===== src/rtl/srreg_rr_ctrl.sv =====
// srreg_rr_ctrl
// Shares one shift-right serializer between two requesters. A round-robin
// arbiter picks one offered word while idle, loads it into the shift
// register, shifts it out LSB-first one bit per clock, then pulses done
// tagged with the id of the requester that owned the frame.
//
// Ports:
//   clk          sole clock, rising edge
//   rst          synchronous active-high reset
//   req0_valid   requester 0 offers req0_data
//   req0_data    requester 0 word (WIDTH bits)
//   req0_ready   requester 0 word accepted this cycle
//   req1_valid   requester 1 offers req1_data
//   req1_data    requester 1 word (WIDTH bits)
//   req1_ready   requester 1 word accepted this cycle
//   sout         serial bit, always q[0]
//   sout_en      high during the WIDTH bit-times of a frame
//   busy         high while a frame is shifting or completing
//   done         one-cycle pulse after the last bit
//   done_id      owner of the frame just completed, held between pulses
//   q            shift register contents

module srreg_rr_ctrl #(
  parameter int WIDTH = 4
) (
  input  logic             clk,
  input  logic             rst,
  input  logic             req0_valid,
  input  logic [WIDTH-1:0] req0_data,
  output logic             req0_ready,
  input  logic             req1_valid,
  input  logic [WIDTH-1:0] req1_data,
  output logic             req1_ready,
  output logic             sout,
  output logic             sout_en,
  output logic             busy,
  output logic             done,
  output logic             done_id,
  output logic [WIDTH-1:0] q
);

  localparam int CW = $clog2(WIDTH);

  localparam logic [1:0] ST_IDLE  = 2'd0;
  localparam logic [1:0] ST_SHIFT = 2'd1;
  localparam logic [1:0] ST_DONE  = 2'd2;

  logic [1:0]    state;
  logic [CW-1:0] cnt;
  logic          owner;
  logic          last_id;
  logic          grant;
  logic          idle;
  logic          handshake;

  // With both requesters valid, the one that was not served last wins;
  // otherwise whichever one is valid gets the grant.
  always_comb begin
    grant = req1_valid;
    if (req0_valid && req1_valid) begin
      grant = ~last_id;
    end
  end

  assign idle       = (state == ST_IDLE);
  assign req0_ready = idle && !rst && req0_valid && !grant;
  assign req1_ready = idle && !rst && req1_valid && grant;
  assign handshake  = req0_ready || req1_ready;

  assign sout    = q[0];
  assign sout_en = (state == ST_SHIFT);
  assign done    = (state == ST_DONE);

  // cnt is loaded with WIDTH-1 so that SHIFT lasts exactly WIDTH cycles;
  // the move to DONE happens on the edge where cnt is already zero.
  // busy is updated alongside state so it always mirrors state != IDLE.
  always_ff @(posedge clk) begin
    if (rst) begin
      state   <= ST_IDLE;
      q       <= '0;
      cnt     <= '0;
      owner   <= 1'b0;
      last_id <= 1'b1;
      done_id <= 1'b0;
      busy    <= 1'b0;
    end else begin
      case (state)
        ST_IDLE: begin
          if (handshake) begin
            q       <= grant ? req1_data : req0_data;
            cnt     <= CW'(WIDTH - 1);
            owner   <= grant;
            last_id <= grant;
            state   <= ST_SHIFT;
            busy    <= 1'b1;
          end
        end
        ST_SHIFT: begin
          q <= {1'b0, q[WIDTH-1:1]};
          if (cnt == '0) begin
            state   <= ST_DONE;
            done_id <= owner;
          end else begin
            cnt <= cnt - 1'b1;
          end
        end
        ST_DONE: begin
          state <= ST_IDLE;
          busy  <= 1'b0;
        end
        default: begin
          state <= ST_IDLE;
          busy  <= 1'b0;
        end
      endcase
    end
  end

endmodule


===== config.mk =====
export PLATFORM = sky130hd
export DESIGN_NAME = srreg_rr_ctrl
export DESIGN_NICKNAME = d
export VERILOG_FILES = /design/src/rtl/srreg_rr_ctrl.sv
export SDC_FILE = /design/constraint.sdc
export NUM_CORES = 1
export LEC_CHECK = 0
export CAP_MARGIN = 40
export CORE_AREA = 10 10 47 49
export DETAILED_ROUTE_END_ITERATION = 8
export DIE_AREA = 0 0 57 59
export DONT_BUFFER_PORTS = 1
export SLEW_MARGIN = 10
export SYNTH_ARGS = -nofsm -noshare
export SYNTH_HDL_FRONTEND = slang
export SYNTH_SLANG_ARGS = --single-unit

===== constraint.sdc =====
create_clock -name clk -period 4.58 [get_ports clk]
set_input_delay 1.145 -clock clk [delete_from_list [all_inputs] [get_ports clk]]
set_output_delay 1.145 -clock clk [all_outputs]
set_load 0.1 [all_outputs]

==> impl_metrics.ini <==
[detailed_routing]
drcViolationCount = 0
via_count = 515
routed_via_density = 5.66
ant_nets = 0
drt_iter0_markers = 22
wl_per_cell_microns = 15.5
routed_wl_mm = 1.41
firstDrtPassIters = 4

[finish]
final_util = 0.558
final_common_cell = dfxtp_1
mostFrequentLayoutCells = dfxtp_1 (11), nand2_1 (7), nor2_1 (6), buf_8 (6)
drive_gt1_frac = 0.293
num_antenna_cells = 0
fillers = 134
nets = 89
area_growth_pct = 26.5

[pwr]
power_mw = 0.342
seqPwrFrac = 0.397
peakVddDrop_uv = 305
internal_power_mw = 0.202
leakagePower_nw = 0.332
switchingPower_mw = 0.140
p_clk_frac = 0.248
switching_share = 0.409
comb_power_share = 0.355
power_density_mw_per_mm2 = 437

[critical_path]
cp-end-kind = output port
required_ps = 3430
r2r_end = q[3]
crit_path_max_incr_delay_ps = 450
crit_buf_inv = 1
cpMaxStageDelayCell = or3_1
critPathKind = primary input to output port
r2r_slack_ps = 2920
critical_path_arrival_ps = 2120
r2r-start = state[1]
startpoint_type = primary input
ff2ff_path_depth = 3
cp_cell_sequence = or3_1 -> nor3b_4 -> buf_4
cp_top_family = simple AND/OR/NAND/NOR gates
crit_fanout = 10

[grt]
grt_pass1_vias = 480
grt-ovfl-total = 0
grt_usage = 0.0847
antenna_found_initial = 0
grt_pass1_wl_mm = 2.29
grt_max_degree = 11

[clock_network]
cts_resized = 0
htreeDepth = 1
cts_hold_buf = 0
clkSinkCount = 12
clock_path_buffers = 2
post_cts_buffers = 0
clk_latency_ps = 270
cts-root-buf = clkbuf_4
tritoncts = built
clkSlewWorstSetupHoldPaths_ps = 80
cts_buffers = 3

[floorplan]
rows = 14
io-pin-count = 23
start_util = 0.441
die_h_microns = 59
dieArea_sq_mm = 0.00336
die_w_microns = 57
coreArea_sq_mm = 0.00140

[hold_path]
hold_start = cnt[0]
min_to = cnt[0]
min_path_cells = 2
hp-class = flip-flop to flip-flop

[logic_synthesis]
syn-mean-instance-area_sq_um = 9.09
synthFlopType = dfxtp_1
async_reset_ff_frac = 0
syn-instance-count = 68
synth_edf_count = 0
synth.cell_area_sq_um = 618
ys_types = 29
ys_seq_elements = 12
syn_nets = 81
ys_seq_area_frac = 0.389
yosys_warnings = 0

[timing]
period_minus_slack_ps = 3260
maxSlewHeadroom = 0.451
setup_viol = 0
worstMarginPinSlew_ps = 823
tns_ps = 0
rsz0062_at_grt = no
hold_violations = 0
max_freq_ghz = 0.306
post-route-period-util = 0.713
slew_viol_final = 0
clock-skew-final_ps = 3.13

[run_status]
outcome = finished, final reports clean

[place]
portBuffers = 0
place_congestion = 0.682
dp_hpwl_mm = 1.10

[job]
maxCapViolCount = 0
==> synthesized netlist by cell type (2+ instances only) <==
cell,instances,area [sq um]
buf_6,2,22.5
inv_1,4,15.0
a21oi_1,2,10.0
dfxtp_1,12,240
clkbuf_1,2,7.51
o221ai_1,3,26.3
nand2_1,7,26.3
nor3b_1,2,15.0
a221oi_2,2,30.0
o2111ai_1,3,26.3
nor2_1,7,26.3
mux2i_1,4,40.0
nand2b_1,2,12.5
==> per-layer routing <==
layer / part of all wire / GRT usage / wire length [microns]
met5: 0 / 0 / 0
met4: 0.014 / 0.0403 / 20
met3: 0.079 / 0.0343 / 112
met2: 0.44 / 0.118 / 617
met1: 0.47 / 0.110 / 660
==> state kept, by name, summed over array words and instances, names as in the netlist <==
name and cells:
owner 1, cnt 2, done_id 1, last_id 1, state 2, busy 1, q 4
==> worst reg2reg max path, cell delays in order, from the launching register on <==
cell and delay [ps]:
dfxtp_1 370, or3_1 540, or2_1 410, a221oi_2 270
==> metrics by stage <==
step / std cells / setup slack (ps) / area (sq um) / hold slack (ps)
finish: 91 / 1320 / 782 / 494
detailed placement: 87 / 1330 / 746 / 484
floorplan: 68 / 473 / 623 / 456
CTS: 91 / 1320 / 782 / 495
global route: 91 / 1260 / 782 / 517
global placement: 80 / 1330 / 628 / 481
==> kinds of logic after synthesis <==
family	synth area share
DFF	0.389
and+or+nand+nor	0.196
buffers and inverters	0.0931
AOI/OAI and AO/OA	0.237
adders and majority gates	0.0202
muxes	0.0648
==> power groups by stage <==
| stage | Sequential, mW | Clock (mW) | Combinational [mW] |
|---|---|---|---|
| after CTS | 0.136 | 0.0854 | 0.122 |
| after detailed placement | 0.139 | 0 | 0.122 |
| after global routing | 0.138 | 0.0887 | 0.127 |
| final | 0.136 | 0.0847 | 0.121 |
| after floorplan | 0.165 | 0 | 0.0671 |
| after global placement | 0.177 | 0 | 0.0600 |
==> worst max-delay path by stage <==
stage	start	endpoint	depth (start not counted)	slack (ps)
floorplan	rst	req1_ready	4	470
global placement	rst	req0_ready	3	1330
detailed placement	rst	req0_ready	3	1330
CTS	rst	req0_ready	3	1320
global route	rst	req0_ready	3	1260
finish	rst	req0_ready	3	1320
==> cell type report <==
class | instances | area, sq um | share of cell area
timing repair buffer | 9 | 133 | 0.170
sequential | 12 | 241 | 0.309
inverter | 4 | 15.0 | 0.0192
multi-input combinational | 46 | 337 | 0.430
tap | 16 | 20.0 | 0.0256
clock buffer | 4 | 36.3 | 0.0464
Power figures use the tool's default switching activity.
